### src/rtl/axis_fifo_sync.sv
// axis_fifo_sync: single-clock, first-word-fall-through AXI-Stream FIFO.
// Buffers converter output ahead of a consumer that may apply backpressure,
// and reports its fill level with almost-full/almost-empty flags.
//
// Pointers carry one extra wrap bit so that full and empty are distinguished
// without a separate count register; level is their modular difference.
// All status outputs come from registered state only, so there is no
// combinational path from m_axis_tready to s_axis_tready or from
// s_axis_tvalid to m_axis_tvalid.

module axis_fifo_sync #(
  parameter int AXI_DATA_WIDTH = 32,
  parameter int DEPTH          = 16,
  parameter int AFULL_LEVEL    = 12,
  parameter int AEMPTY_LEVEL   = 2
) (
  input  logic                      aclk,
  input  logic                      areset,
  input  logic [AXI_DATA_WIDTH-1:0] s_axis_tdata,
  input  logic                      s_axis_tvalid,
  output logic                      s_axis_tready,
  output logic [AXI_DATA_WIDTH-1:0] m_axis_tdata,
  output logic                      m_axis_tvalid,
  input  logic                      m_axis_tready,
  output logic [$clog2(DEPTH):0]    level,
  output logic                      almost_full,
  output logic                      almost_empty
);

  localparam int AW = $clog2(DEPTH);
  localparam int PW = AW + 1;
  localparam logic [PW-1:0] AFULL_TH  = PW'(AFULL_LEVEL);
  localparam logic [PW-1:0] AEMPTY_TH = PW'(AEMPTY_LEVEL);
  localparam logic [PW-1:0] PTR_ONE   = PW'(1);

  logic [AXI_DATA_WIDTH-1:0] mem [DEPTH];
  logic [PW-1:0]             wr_ptr;
  logic [PW-1:0]             rd_ptr;
  logic                      rst_hold;
  logic                      empty;
  logic                      full;
  logic                      wr_en;
  logic                      rd_en;

  assign empty = (wr_ptr == rd_ptr);
  assign full  = (wr_ptr[AW] != rd_ptr[AW]) &&
                 (wr_ptr[AW-1:0] == rd_ptr[AW-1:0]);

  // Input side stays closed until the first clock edge after reset release.
  assign s_axis_tready = ~full & ~rst_hold;
  assign m_axis_tvalid = ~empty;

  assign wr_en = s_axis_tvalid & s_axis_tready;
  assign rd_en = m_axis_tvalid & m_axis_tready;

  // Head word is read straight out of the array; zero when nothing is queued.
  assign m_axis_tdata = empty ? '0 : mem[rd_ptr[AW-1:0]];

  assign level        = wr_ptr - rd_ptr;
  assign almost_full  = (level >= AFULL_TH);
  assign almost_empty = (level <= AEMPTY_TH);

  // Hold the write side off for one edge after reset so no handshake can
  // race the reset release.
  always_ff @(posedge aclk or posedge areset) begin
    if (areset) begin
      rst_hold <= 1'b1;
    end else begin
      rst_hold <= 1'b0;
    end
  end

  // Write pointer advances on every accepted input word.
  always_ff @(posedge aclk or posedge areset) begin
    if (areset) begin
      wr_ptr <= '0;
    end else if (wr_en) begin
      wr_ptr <= wr_ptr + PTR_ONE;
    end
  end

  // Read pointer advances on every word taken by the consumer.
  always_ff @(posedge aclk or posedge areset) begin
    if (areset) begin
      rd_ptr <= '0;
    end else if (rd_en) begin
      rd_ptr <= rd_ptr + PTR_ONE;
    end
  end

  // Storage array, deliberately not reset; a write can never land on the
  // head slot while the FIFO is non-empty, so the presented word is stable.
  always_ff @(posedge aclk) begin
    if (wr_en) begin
      mem[wr_ptr[AW-1:0]] <= s_axis_tdata;
    end
  end

endmodule

### config.mk
export PLATFORM = sky130hd
export DESIGN_NAME = axis_fifo_sync
export DESIGN_NICKNAME = d
export VERILOG_FILES = /design/src/rtl/axis_fifo_sync.sv
export SDC_FILE = /design/constraint.sdc
export NUM_CORES = 1
export LEC_CHECK = 0
export ABC_AREA = 1
export BUFFER_PORTS_ARGS = -buffer_cell sky130_fd_sc_hd__buf_2
export CAP_MARGIN = 0
export CORE_MARGIN = 2
export CORE_UTILIZATION = 40
export DETAILED_ROUTE_END_ITERATION = 10
export GPL_TIMING_DRIVEN = 0
export MAX_ROUTING_LAYER = met4
export PLACE_DENSITY_LB_ADDON = 0.2
export SKIP_CTS_REPAIR_TIMING = 1
export SLEW_MARGIN = 0
export SYNTH_ARGS = -nofsm -noshare
export SYNTH_HDL_FRONTEND = slang
export SYNTH_SLANG_ARGS = --single-unit
### constraint.sdc
create_clock -name aclk -period 6.75 [get_ports aclk]
set_clock_uncertainty 0.15 [all_clocks]
set_input_delay 0 -clock aclk [delete_from_list [all_inputs] [get_ports aclk]]
set_output_delay 0 -clock aclk [all_outputs]
set_load 0.005 [all_outputs]
==> run summary, run 1 <==
After global routing the overflow that remains totals 0. The iteration-0 DRC count of the detailed router is 1290. Of the cells placed in the final design, the portion with a size suffix greater than 1 is between 10 and 15%.

On the critical path the largest part of the delay comes from buffers and inverters. The smallest hold slack is 0.1647 ns. The portion of total power attributed to the clock network came out at 26.5%. Entering global routing, the biggest net connects 26 pins. The number of antenna violations at the first check in global routing came to 0.

The largest incremental delay on the critical path is between 0.6 and 0.7 ns. In this design, the critical path's most frequently occurring cell is sky130_fd_sc_hd__nand2_1. Walking the worst path, the cells encountered are buf_4 -> clkinv_1 -> clkbuf_1 -> ha_1 -> nand4_1 -> inv_1 -> nand2_1 -> nand3_2 -> inv_2 -> nand2_1 -> nor2_4 -> buf_16.

The number of cells in the design after placement came out at 3082. The register-to-register setup slack is 2.68 ns. During placement, the flow inserted port buffers numbering 76. The synthesized instance count is 2234. The average wire per cell in the routed design is 19.01 um. The run finished with clean final reports. The worst register-to-register path ends at mem[6][18]$_DFFE_PP_.

The global-route track usage on met2 is 32.95%. The tightest slew margin relative to the limit is 38.92%. The initial core utilization came out at 40.48%.

In this run the worst setup path terminates at mem[6][18]$_DFFE_PP_. The final worst-path cycle share came out at 60.27%. The standard cell core area is 56500 sq um. The clock latency reported for the late side of the worst-skew pair came out at 0.59 ns.

The peak clock frequency supported by timing is between 0.2 and 0.25 GHz. The filler-free cell count of the finished design came out at 3219. The cell leakage power came out at 11.56 nW. The worst voltage drop across the vdd grid came out at 0.3890 mV. The first global-routing pass estimated 90360 um of wire. The number of pins with negative max-slew slack in the final report is 0. The sequential share of power came out at around 35%. Max-cap violations in this run came to 0. The total number of vias is 15590. At the end of the flow, the number of nets in the layout was 2465.

The final count of hold timing violations is 0. By startpoint and endpoint, the worst setup path is classified as flop to flop. The CTS sink count came out at 523. The global routing met1 resource utilization is 28.28%. The final setup violation count came out at 0.

The internal power is 6.768 mW. The biggest fanout along the worst timing path is 17. The clock-pin slew on the worst setup and hold paths came out at 0.06 ns. The number of standard-cell rows in the floorplan came out at 87. The startpoint identified for the worst register-to-register timing path is rd_ptr[2]$_DFFE_PP0P_. The worst setup path is launched from a flop. Dividing total power by cell area gives a power density of between 400 and 500 nW/um^2.

The smallest clock period supported by the final layout is computed as 4.068 ns. The number of inserted diodes is 0. The number of library cell types mapped by synthesis is 30. The number of register bits inferred by synthesis is 523. The final weighted congestion in routability-driven placement is 0.8207.

The remaining routing DRC violations is 0. Summed over all layers, the routed wires come to just over 60000 um. The via count normalized by instance count is 4.844. In this run the worst hold path is classified as input pin to flop. The pre-antenna-repair detailed-routing pass consisted of 8 iterations. The critical path crosses 12 cells after its start point. The total clock buffers created by CTS came out at 55. For this design, the slowest cell found on the critical path is sky130_fd_sc_hd__nor2_4. Of the total power, the share spent switching nets is 38.64%. The average instance in the mapped netlist occupies 10.24 sq um.

The critical path contains buffers and inverters numbering 6 combined. The portion of synthesized cell area occupied by the leading cell type came out at between 60% and 70%. The mapped netlist covers 22870 sq um.

The synthesized design spends more area on one cell type than any other, namely sky130_fd_sc_hd__edfxtp_1. The die width is 243.1 um. The sum of negative setup slack is 0 ns.

The number of buffers between clock root and the deepest sink is 3. In the post-synthesis netlist, the biggest area contributors are sky130_fd_sc_hd__edfxtp_1 (67%), sky130_fd_sc_hd__nand2_1 (15%), sky130_fd_sc_hd__inv_1 (6.0%), sky130_fd_sc_hd__nand3_1 (5.7%), sky130_fd_sc_hd__buf_2 (1.2%). During synthesis, Yosys emitted a total of 0 warnings. The count of H-tree levels built during CTS is 2. The height of the chip came out at 243.1 um.

Setup repair after global routing left no endpoint under its margin. The via count of the first global-routing pass came out at about 15000. The transition at the pin with the smallest max-transition slack came out at 0.9162 ns. The critical path required time is 6.90 ns. The global routing met3 resource utilization is 3.461%. The total placed instance area came out at between 20000 and 25000 sq um. The total routing resource utilization after global routing is 21.20%.

The number of nets in the synthesized netlist is 2280. Counting cells, the worst reg-to-reg path comes to 12. The half-perimeter wire length after placement came out at 40300 um. The part of the Yosys area used for sequential elements came out at 68.43%. Clock tree synthesis selected as its root buffer the cell sky130_fd_sc_hd__clkbuf_16. The floorplan die area is just under 60000 sq um.

The layout overhead on the synthesized area came out at 17.05%. The global routing's busiest layer is met2. The part of the power in combinational logic is ~39%. The number of fill cells in the layout came out at 5071.

The analysis attributes to net switching a power of 4.262 mW. TritonCTS built the clock tree. For this run, the share of the core covered by cells in the final layout is 47.39%. The worst setup path is captured at a flop. Tracing the worst setup path back leads to its startpoint at rd_ptr[2]$_DFFE_PP0P_.

The total I/O pin count came out at 77. The endpoint arrival time on the critical path came out at 4.22 ns. After routing the design area is 26770 sq um. The worst hold path begins at s_axis_tvalid.

Once detail routing completed, the nets flagged for antenna violations numbered 0.
-- state kept, by name, summed over array words and instances (netlist names) --
name and count:
mem 512, rd_ptr 5, wr_ptr 5, rst_hold 1
-- metrics by stage --
| stage | power [mW] | setup slack [ns] |
|---|---|---|
| 2_1_floorplan | 6.415 | 2.988 |
| 3_3_place_gp | 8.068 | 0.8091 |
| 3_5_place_dp | 8.158 | 2.674 |
| 4_1_cts | 11.08 | 2.666 |
| 5_1_grt | 11.64 | 2.479 |
| 6_report | 11.03 | 2.682 |
-- metal layers --
metal	share of wire, %	vias to the layer above	routed length, um
met2	46	493	28380
met3	6.0	126	3659
met5	0	-	0
li1	-	7508	-
met1	44	7465	27110
met4	3.3	0	2044
-- cell type report --
cell class | instances | area (sq um) | area share, %
buffer | 104 | 630.6 | 2.356
tap | 756 | 945.9 | 3.533
inverter | 371 | 1395 | 5.211
multi-input combinational | 1236 | 5314 | 19.85
timing repair buffer | 128 | 1114 | 4.160
sequential | 523 | 15650 | 58.46
clock inverter | 34 | 269.0 | 1.005
clock buffer | 67 | 1451 | 5.422
-- logic make-up after synthesis --
group	count (synthesis)	share of synthesized area, %
XOR/XNOR	10	0.4158
AO/OA/AOI/OAI	41	0.9081
AND/OR/NAND/NOR	1174	20.79
adder cells (fa/ha/maj)	10	0.5799
buffers and inverters	475	8.857
other	1	0.01640
flip-flops	523	68.43
-- synth_stat cells --
master	number
sky130_fd_sc_hd__nand2_1	890
sky130_fd_sc_hd__edfxtp_1	512
sky130_fd_sc_hd__inv_1	366
sky130_fd_sc_hd__nand3_1	261
sky130_fd_sc_hd__buf_2	54
sky130_fd_sc_hd__a21oi_1	35
sky130_fd_sc_hd__buf_6	19
sky130_fd_sc_hd__nor2_1	17
sky130_fd_sc_hd__clkbuf_1	16
sky130_fd_sc_hd__dfrtp_1	10
sky130_fd_sc_hd__ha_1	9
sky130_fd_sc_hd__buf_4	8
sky130_fd_sc_hd__buf_1	7
sky130_fd_sc_hd__xor2_1	6
sky130_fd_sc_hd__inv_2	3
sky130_fd_sc_hd__o21ai_0	3
sky130_fd_sc_hd__xnor2_1	3
sky130_fd_sc_hd__nor3_1	2
sky130_fd_sc_hd__o21ai_1	2
sky130_fd_sc_hd__a21o_1	1
sky130_fd_sc_hd__clkinv_1	1
sky130_fd_sc_hd__conb_1	1
sky130_fd_sc_hd__dfstp_2	1
sky130_fd_sc_hd__fa_1	1
sky130_fd_sc_hd__inv_4	1
sky130_fd_sc_hd__nand3_2	1
sky130_fd_sc_hd__nand4_1	1
sky130_fd_sc_hd__nor2_2	1
sky130_fd_sc_hd__nor2_4	1
sky130_fd_sc_hd__xor2_2	1
-- power groups by stage --
stage	logic (mW)	clock network, mW	registers, mW
6_report	4.28	2.93	3.82
2_1_floorplan	2.55	0	3.87
3_5_place_dp	4.27	0	3.89
5_1_grt	4.73	3.08	3.83
4_1_cts	4.29	2.97	3.82
3_3_place_gp	4.17	0	3.89
-- how the worst min path moves through the flow --
stage / endpoint / slack (ns) / cells past startpoint
after floorplan: rd_ptr[0]$_DFFE_PP0P_ / -0.30 / 1
after global placement: wr_ptr[4]$_DFFE_PP0P_ / -0.14 / 2
after detailed placement: wr_ptr[4]$_DFFE_PP0P_ / -0.12 / 2
after CTS: rd_ptr[4]$_DFFE_PP0P_ / -0.76 / 2
after global routing: wr_ptr[0]$_DFFE_PP0P_ / 0.16 / 4
final: wr_ptr[0]$_DFFE_PP0P_ / 0.16 / 4
-- cell usage in the layout (no fill, tap or decap), types with 2 or more instances in the layout --
cell type | synthesis | routed
sky130_fd_sc_hd__buf_16 | 0 | 7
sky130_fd_sc_hd__xor2_1 | 6 | 6
sky130_fd_sc_hd__xnor2_1 | 3 | 3
sky130_fd_sc_hd__bufinv_16 | 0 | 4
sky130_fd_sc_hd__clkinv_1 | 1 | 16
sky130_fd_sc_hd__dlygate4sd3_1 | 0 | 36
sky130_fd_sc_hd__clkbuf_8 | 0 | 3
sky130_fd_sc_hd__buf_6 | 19 | 19
sky130_fd_sc_hd__inv_1 | 366 | 366
sky130_fd_sc_hd__ha_1 | 9 | 9
sky130_fd_sc_hd__buf_4 | 8 | 8
sky130_fd_sc_hd__clkinv_2 | 0 | 10
sky130_fd_sc_hd__o21ai_0 | 3 | 3
sky130_fd_sc_hd__inv_2 | 3 | 3
sky130_fd_sc_hd__a21oi_1 | 35 | 35
sky130_fd_sc_hd__dfrtp_1 | 10 | 10
sky130_fd_sc_hd__nand3_1 | 261 | 261
sky130_fd_sc_hd__nor2_4 | 1 | 17
sky130_fd_sc_hd__buf_12 | 0 | 9
sky130_fd_sc_hd__nor3_1 | 2 | 2
sky130_fd_sc_hd__buf_2 | 54 | 130
sky130_fd_sc_hd__buf_1 | 7 | 7
sky130_fd_sc_hd__nand2_1 | 890 | 890
sky130_fd_sc_hd__clkinv_4 | 0 | 3
sky130_fd_sc_hd__o21ai_1 | 2 | 2
sky130_fd_sc_hd__clkbuf_16 | 0 | 55
sky130_fd_sc_hd__clkbuf_1 | 16 | 25
sky130_fd_sc_hd__edfxtp_1 | 512 | 512
-- worst min-delay path, stage by stage --
cell and delay, ns:
sky130_fd_sc_hd__dlygate4sd3_1 0.53, sky130_fd_sc_hd__buf_2 0.13, sky130_fd_sc_hd__nand3_2 0.12, sky130_fd_sc_hd__xor2_1 0.08
(Power assumes the default switching activity.)
==> run 2: changes to the inputs <==
clock period = 3.8 ns   (was 6.75 ns; I/O delays follow)
==> run 2 against run 1 <==
  * Cell count rose by 0.56%
  * First-iteration DRC count rose by 2.7%
  * Setup slack got worse by 2.5 ns
  * Critical path type is now flop to output port
==> run summary, run 2 (synthesis gave the netlist of run 1 again) <==
Outcome: complete, no violations (unchanged). The fraction of final layout cells with drive strength greater than 1 came out at 11.89% (was 11.17%). The power density normalized to cell area is 726.2 nW/um^2 (was 412.0 nW/um^2). The endpoint arrival time on the critical path was 3.50 ns (was 4.22 ns). The number of violations of the max-capacitance limit is 0 (unchanged). Commonest non-fill, non-tap cells in the layout: sky130_fd_sc_hd__nand2_1 (890), sky130_fd_sc_hd__edfxtp_1 (512), sky130_fd_sc_hd__inv_1 (366) (unchanged). The most common cell after layout, fill and taps aside is sky130_fd_sc_hd__nand2_1 (unchanged).

Static timing analysis puts the maximum clock frequency at 0.2743 GHz. The cell leakage power came to 11.68 nW (was 11.56 nW). The critical path required time is 3.65 ns (was 6.90 ns).

The final count of hold timing violations came out at 0 (unchanged). The total I/O pin count is 77 (unchanged). The hold-critical path depth was 4 (unchanged). The iteration-0 DRC count of the detailed router is 1325 (was 1290). The number of antenna violations at the first check in global routing came to 0 (unchanged).

The power consumption is 19.65 mW (was 11.03 mW). The slowest cell on the critical path is sky130_fd_sc_hd__ha_1 (was sky130_fd_sc_hd__nor2_4). The height of the chip was 243.1 um (unchanged). The clock latency reported for the late side of the worst-skew pair is 0.59 ns (about the same). The final-stage net count is 2483 (was 2465). The total number of vias is 15650 (was 15590). The worst voltage drop across the vdd grid is 0.6925 mV (was 0.3890 mV). The tightest slew margin relative to the limit came out at 41.23% (was 38.92%).

The number of pins with negative max-slew slack in the final report is 0 (unchanged). The biggest fanout along the worst timing path came out at 10 (was 17). The number of buffers added on ports came out at 76 (unchanged).

The floorplan die area came out at 59100 sq um (unchanged). The maximum number of pins on one net before global-route repair came to 26 (unchanged). The fraction of the core area covered by cells at the end of the flow came out at 47.89% (was 47.39%). The number of cell instances on the worst register-to-register path is 12 (unchanged). The number of cells in the design after placement is 3082 (unchanged). The sum of buffers and inverters on the critical path came out at 5 (was 6). The number of flip-flops in the largest register came out at 512 (unchanged). The total routing resource utilization after global routing is 21.20% (unchanged). The worst path uses 95.94% of the clock period. The layout overhead on the synthesized area came out at 18.29% (was 17.05%). The transition at the pin with the smallest max-transition slack came out at 0.8816 ns (was 0.9162 ns). The die width was 243.1 um (unchanged). The number of stages on the worst setup path is 9 (was 12). The clock-pin slew on the worst setup and hold paths came to 0.06 ns (about the same).

The via count of the first global-routing pass came out at 14610 (unchanged). The first-pass iteration count of the detailed router is 6 (was 8). The class of the tightest hold or removal check is input pin to flop (unchanged). The total clock buffers created by CTS is 55 (unchanged). The CTS sink count came out at 523 (unchanged).

The largest incremental delay on the critical path is 0.45 ns (was 0.69 ns). The half-perimeter wire length after placement came out at 40300 um (unchanged). The remaining routing DRC violations is 0 (unchanged).

The standard cell core area is 56500 sq um (unchanged). The most numerous cell on the critical path is sky130_fd_sc_hd__buf_2 (was sky130_fd_sc_hd__nand2_1). The nature of the critical path startpoint was a flop (unchanged). The final critical-path required period came out at 3.646 ns. The number of nets with antenna violations after routing is 0 (unchanged). The number of buffers between clock root and the deepest sink is 3 (unchanged). The overall overflow remaining after global route is 0 (unchanged). The buffer cell driving the clock tree root is sky130_fd_sc_hd__clkbuf_16 (unchanged). The cell family contributing the most delay on the critical path was buffers and inverters (unchanged).

Critical Path, Cell by Cell: buf_4 -> clkinvlp_4 -> clkbuf_2 -> ha_1 -> nand4_1 -> nor2_4 -> buf_2 -> a21oi_1 -> buf_2 (was buf_4 -> clkinv_1 -> clkbuf_1 -> ha_1 -> nand4_1 -> inv_1 -> nand2_1 -> nand3_2 -> inv_2 -> nand2_1 -> nor2_4 -> buf_16). The count of H-tree levels built during CTS came out at 2 (unchanged). The number of standard-cell rows in the floorplan was 87 (unchanged). The final weighted congestion in routability-driven placement came to 0.8207 (unchanged). The average wire per cell in the routed design is 19.03 um (was 19.01 um). The path type of the worst setup path is flop to output port (was flop to flop). The minimum setup slack after placement is -0.2763 ns (was 2.674 ns). The number of fill cells in the layout came out at 5033 (was 5071). The filler-free cell count of the finished design came out at 3237 (was 3219). The detailed-route wire length is 61600 um (was 61190 um). The minimum setup slack in the final design is 0.1543 ns (was 2.682 ns).

The via count normalized by instance count was 4.835 (was 4.844). The initial core utilization is 40.48% (unchanged). The global-route wire length before repair came out at 90360 um (unchanged). The final setup violation count is 0 (unchanged). The CTS tree is built (unchanged). The type of element capturing the critical path is an output port (was flop). The number of inserted diodes is 0 (unchanged).
==> run 2: cell types whose count changed in the layout (fill, tap and decap cells not counted), sizes merged <==
cell and change:
clkinvlp +1, buf +18, clkinv -1
==> run 2: cell type report <==
cell class | instances | area [sq um] | area share, %
Buffer | 104 | 631.9 | 2.336
Clock buffer | 67 | 1451 | 5.365
Clock inverter | 34 | 269.0 | 0.9944
Inverter | 371 | 1399 | 5.171
Multi-Input combinational cell | 1236 | 5319 | 19.66
Sequential cell | 523 | 15650 | 57.85
Tap cell | 756 | 945.9 | 3.496
Timing Repair Buffer | 146 | 1386 | 5.124
==> run 2: tightest hold or removal path, stage by stage <==
cell                            delay (ns)
sky130_fd_sc_hd__dlygate4sd3_1        0.53
sky130_fd_sc_hd__buf_2                0.13
sky130_fd_sc_hd__nand3_2              0.12
sky130_fd_sc_hd__xor2_1               0.08
==> run 2: worst paths after layout <==
check	from	end	slack (ns)
min reg2reg	wr_ptr[4]$_DFFE_PP0P_	wr_ptr[4]$_DFFE_PP0P_	0.44
min	s_axis_tvalid	wr_ptr[0]$_DFFE_PP0P_	0.17
max reg2reg	rd_ptr[1]$_DFFE_PP0P_	mem[10][28]$_DFFE_PP_	0.23
max	rd_ptr[2]$_DFFE_PP0P_	m_axis_tdata[6]	0.15
max in group asynchronous	areset	rst_hold$_DFF_PP1_	2.81
min in group asynchronous	areset	rd_ptr[4]$_DFFE_PP0P_	0.35
==> run 2: layer usage <==
layer	GRT usage, %	share of wire, %	vias up
met5	-	0	-
met4	7.416	3.2	0
met3	3.461	6.4	119
met2	32.95	47	506
met1	28.28	44	7484
li1	-	-	7543
==> run 2: where the power goes <==
part	leakage, nW	switching (mW)	internal, mW
combinational	6.09	5.23	2.44
clock	0.846	2.23	2.97
sequential	4.74	0.127	6.65
==> run 2: metrics by stage <==
stage	setup TNS (ns)	hold slack, ns	instance area (sq um)
final	0	0.1682	27050
after global routing	-0.01592	0.1592	27050
after CTS	-46.55	-0.7650	26410
after detailed placement	-39.88	-0.1239	24690
after global placement	-1024.63	-0.1387	24200
after floorplan	0	-0.2983	22870
==> run 3: changes to the inputs <==
ABC_AREA = 0   (was 1)
BUFFER_PORTS_ARGS = -buffer_cell sky130_fd_sc_hd__clkbuf_2   (was -buffer_cell sky130_fd_sc_hd__buf_2)
==> run 3 against run 2 <==
  * Register-to-register slack about the same
  * Hold slack better by 0.021 ns
  * Via count down 36%
  * Sequential power about the same
  * Sequential share of layout area grew 6.1 points
  * Maximum frequency is 1.0% higher
  * Non-clock buffer count decreased by 44
  * First-iteration DRC count fell by 37%
  * Core utilization up 0.80 points
  * Largest power group is now registers
==> run summary, run 3 <==
Outcome: complete, no violations (unchanged). The combined area of all synthesized cells is 20440 sq um (was 22870 sq um). The number of pins with negative max-slew slack in the final report is 0 (unchanged). The number of buffers added on ports is 76 (unchanged). The layout overhead on the synthesized area is 19.74% (was 18.29%). The via count normalized by instance count was 5.448 (was 4.835).

The number of nets with antenna violations after routing is 0 (unchanged). The final critical-path required period came out at 3.609 ns (was 3.646 ns). The standard cell core area came to 50270 sq um (was 56500 sq um). The sum of buffers and inverters on the critical path is 5 (unchanged). The most numerous cell in the Yosys netlist is sky130_fd_sc_hd__edfxtp_1 (was sky130_fd_sc_hd__nand2_1). The launching point of the worst reg2reg path is rd_ptr[2]$_DFFE_PP0P_ (was rd_ptr[1]$_DFFE_PP0P_). The total clock buffers created by CTS is 53 (was 55). The via count of the first global-routing pass was 10370 (was 14610). The tightest slew margin relative to the limit was 33.80% (was 41.23%). The global-route wire length before repair came out at 70730 um (was 90360 um). The number of violations of the max-capacitance limit came out at 0 (unchanged). The final worst-path cycle share is 94.98% (was 95.94%). The post-synth net total came to 966 (was 2280). The cell leakage power came out at 8.049 nW (was 11.68 nW). The portion of synthesized cell area occupied by the leading cell type is 75.21% (was 67.22%). The number of buffers between clock root and the deepest sink is 3 (unchanged).

The type of element capturing the critical path was an output port (unchanged). The largest incremental delay on the critical path is 0.41 ns (was 0.45 ns). The clock latency reported for the late side of the worst-skew pair was 0.59 ns (about the same). The synthesized area per cell is 22.22 sq um (was 10.24 sq um).

The half-perimeter wire length after placement is 30160 um (was 40300 um). The final-stage net count came out at 1174 (was 2483). The register-to-register setup slack is 0.23 ns (about the same).

The nature of the critical path startpoint is a flop (unchanged). The clock-pin slew on the worst setup and hold paths is 0.06 ns (about the same). The most common cell after layout, fill and taps aside is sky130_fd_sc_hd__edfxtp_1 (was sky130_fd_sc_hd__nand2_1).

The initial core utilization is 40.66% (was 40.48%). The leading register cell type out of synthesis is sky130_fd_sc_hd__edfxtp_1 (unchanged). The final setup violation count is 0 (unchanged). The slowest cell on the critical path was sky130_fd_sc_hd__ha_1 (unchanged). Leading post-synthesis cells by cell area: sky130_fd_sc_hd__edfxtp_1 (75%), sky130_fd_sc_hd__mux4_2 (14%), sky130_fd_sc_hd__mux2i_1 (1.8%), sky130_fd_sc_hd__o221ai_1 (1.3%), sky130_fd_sc_hd__o211ai_1 (1.3%) (was sky130_fd_sc_hd__edfxtp_1 (67%), sky130_fd_sc_hd__nand2_1 (15%), sky130_fd_sc_hd__inv_1 (6.0%), sky130_fd_sc_hd__nand3_1 (5.7%), sky130_fd_sc_hd__buf_2 (1.2%)). The destination of the worst hold path was rd_ptr[2]$_DFFE_PP0P_ (was wr_ptr[0]$_DFFE_PP0P_). The floorplan die area is 52930 sq um (was 59100 sq um). The total I/O pin count is 77 (unchanged). The synthesized instance count is 920 (was 2234). The number of cell instances on the worst register-to-register path came out at 10 (was 12).

The iteration-0 DRC count of the detailed router is 834 (was 1325). The maximum number of pins on one net before global-route repair came to 24 (was 26). The peak clock frequency supported by timing came to 0.2771 GHz (was 0.2743 GHz). The die width came out at 230.1 um (was 243.1 um). The smallest hold slack was 0.1891 ns (was 0.1682 ns). The critical path required time was 3.65 ns (about the same).

The remaining routing DRC violations was 0 (unchanged). The number of flip-flops in the largest register came out at 512 (unchanged). The sum of negative setup slack was 0 ns (unchanged). The hold-critical path depth came out at 4 (unchanged). The largest area contributor in the synthesized netlist is sky130_fd_sc_hd__edfxtp_1 (unchanged).

The most numerous cell on the critical path is sky130_fd_sc_hd__clkbuf_2 (was sky130_fd_sc_hd__buf_2). The buffer cell driving the clock tree root is sky130_fd_sc_hd__clkbuf_16 (unchanged). Top cell types by occurrence after synthesis: sky130_fd_sc_hd__edfxtp_1 (512), sky130_fd_sc_hd__mux4_2 (127), sky130_fd_sc_hd__inv_1 (40), sky130_fd_sc_hd__mux2i_1 (36), sky130_fd_sc_hd__o211ai_1 (35) (was sky130_fd_sc_hd__nand2_1 (890), sky130_fd_sc_hd__edfxtp_1 (512), sky130_fd_sc_hd__inv_1 (366), sky130_fd_sc_hd__nand3_1 (261), sky130_fd_sc_hd__buf_2 (54)). Commonest non-fill, non-tap cells in the layout: sky130_fd_sc_hd__edfxtp_1 (512), sky130_fd_sc_hd__mux4_2 (127), sky130_fd_sc_hd__clkbuf_2 (81) (was sky130_fd_sc_hd__nand2_1 (890), sky130_fd_sc_hd__edfxtp_1 (512), sky130_fd_sc_hd__inv_1 (366)).

The biggest fanout along the worst timing path is 10 (unchanged). The total routing resource utilization after global routing was 19.15% (was 21.20%). The path type of the worst setup path is flop to output port (unchanged). The number of library cell types mapped by synthesis is 45 (was 30).

The final weighted congestion in routability-driven placement is 0.7153 (was 0.8207). The class of the tightest hold or removal check is input pin to flop (unchanged). The first-pass iteration count of the detailed router is 5 (was 6). The number of standard-cell rows in the floorplan is 82 (was 87). The worst voltage drop across the vdd grid is 0.3772 mV (was 0.6925 mV). The average wire per cell in the routed design came out at 26.24 um (was 19.03 um). The CTS sink count came out at 523 (unchanged). The height of the chip was 230.1 um (was 243.1 um). The CTS tree is built (unchanged).

The endpoint arrival time on the critical path came out at 3.46 ns (was 3.50 ns). The final count of hold timing violations came out at 0 (unchanged). Setup repair after global routing left no endpoint under its margin. The proportion of synthesized flip-flops having asynchronous set or reset was 2.103% (unchanged). The number of register bits inferred by synthesis is 523 (unchanged).

The hold path startpoint is m_axis_tready (was s_axis_tvalid). The synthesis warning total came out at 0 (unchanged). The number of enable flip-flop cells after synthesis came out at 512 (unchanged). The number of antenna violations at the first check in global routing is 1 (was 0).

The overall overflow remaining after global route is 0 (unchanged). The fraction of final layout cells with drive strength greater than 1 came to 32.05% (was 11.89%). The transition at the pin with the smallest max-transition slack came out at 0.9930 ns (was 0.8816 ns). The power consumption is 17.69 mW (was 19.65 mW). The cell family contributing the most delay on the critical path is buffers and inverters (unchanged). The number of fill cells in the layout is 4121 (was 5033). Critical Path, Cell by Cell: buf_2 -> clkbuf_4 -> inv_1 -> ha_1 -> nand4_2 -> o21ai_2 -> clkbuf_2 -> o221ai_1 -> clkbuf_2 (was buf_4 -> clkinvlp_4 -> clkbuf_2 -> ha_1 -> nand4_1 -> nor2_4 -> buf_2 -> a21oi_1 -> buf_2). The detailed-route wire length is 48290 um (was 61600 um).

The capture point of the worst reg-to-reg path is mem[0][17]$_DFFE_PP_ (was mem[10][28]$_DFFE_PP_). The count of H-tree levels built during CTS came out at 2 (unchanged). The part of the Yosys area used for sequential elements is 76.56% (was 68.43%). The power density normalized to cell area is 722.6 nW/um^2 (was 726.2 nW/um^2).

The total number of vias came out at 10030 (was 15650).
[run 3: changes by cell type after synthesis, moves of 36 or more]
cell                      delta
sky130_fd_sc_hd__inv_1     -326
sky130_fd_sc_hd__mux2i_1    +36
sky130_fd_sc_hd__mux4_2    +127
sky130_fd_sc_hd__nand2_1   -888
sky130_fd_sc_hd__nand3_1   -260
[run 3: stage by stage]
stage	cells	setup slack [ns]	util (%)	area (sq um)
floorplan	920	0.1308	-	20470
global placement	1668	-2.400	43.14	21690
detailed placement	1693	-0.3221	44.42	22330
CTS	1787	-0.3726	47.56	23910
global route	1840	0.04881	48.69	24480
finish	1840	0.1909	48.69	24480
[run 3: layout make-up]
| type | instances | area, sq um | area share [%] |
|---|---|---|---|
| clock inverter | 34 | 230.2 | 0.9406 |
| multi-input combinational | 303 | 4466 | 18.24 |
| clock buffer | 60 | 1353 | 5.526 |
| tap | 672 | 840.8 | 3.435 |
| inverter | 41 | 153.9 | 0.6287 |
| timing repair buffer | 153 | 1449 | 5.919 |
| buffer | 53 | 331.6 | 1.355 |
| antenna | 1 | 2.502 | 0.01022 |
| sequential | 523 | 15650 | 63.94 |
[run 3: how the worst max path moves through the flow]
stage	start	end	slack [ns]	depth (start not counted)
5_1_grt	rd_ptr[2]$_DFFE_PP0P_	m_axis_tdata[10]	0.05	10
4_1_cts	rd_ptr[2]$_DFFE_PP0P_	m_axis_tdata[20]	-0.37	9
3_3_place_gp	rd_ptr[2]$_DFFE_PP0P_	mem[4][21]$_DFFE_PP_	-2.40	8
6_report	rd_ptr[2]$_DFFE_PP0P_	m_axis_tdata[20]	0.19	9
2_1_floorplan	rd_ptr[1]$_DFFE_PP0P_	mem[12][0]$_DFFE_PP_	0.13	8
3_5_place_dp	rd_ptr[2]$_DFFE_PP0P_	mem[2][17]$_DFFE_PP_	-0.32	10
[run 3: cells by family (layout without fill, tap and decap cells)]
family / count (synthesis) / in the layout / synth area share (%)
AO/OA/AOI/OAI: 85 / 85 / 3.268
multiplexers: 165 / 165 / 15.86
XOR/XNOR: 11 / 11 / 0.5081
other: 1 / 2 / 0.01834
flip-flops: 523 / 523 / 76.56
buffers and inverters: 94 / 341 / 2.326
AND/OR/NAND/NOR: 31 / 31 / 0.8018
adder cells (fa/ha/maj): 10 / 10 / 0.6488
[run 3: routing by layer]
metal / up-vias / track usage [%] / wire [um]
met2: 280 / 31.09 / 24180
met1: 5350 / 25.01 / 20550
li1: 4312 / - / -
met4: 0 / 6.089 / 1264
met5: - / - / 0
met3: 83 / 2.902 / 2295
[run 3: where the power goes]
group	switching (mW)	internal, mW
sequential	0.118	6.67
clock	2.12	2.73
combinational	3.43	2.61
total	5.67	12.0
[run 3: worst register-to-register path, stage by stage (launching register included)]
cell,delay (ns)
sky130_fd_sc_hd__dfrtp_1,0.32
sky130_fd_sc_hd__buf_2,0.15
sky130_fd_sc_hd__clkbuf_4,0.28
sky130_fd_sc_hd__inv_1,0.11
sky130_fd_sc_hd__ha_1,0.38
sky130_fd_sc_hd__nand4_2,0.23
sky130_fd_sc_hd__clkbuf_2,0.31
sky130_fd_sc_hd__o2111ai_2,0.33
sky130_fd_sc_hd__nor3_4,0.59
sky130_fd_sc_hd__buf_8,0.24
sky130_fd_sc_hd__buf_16,0.16
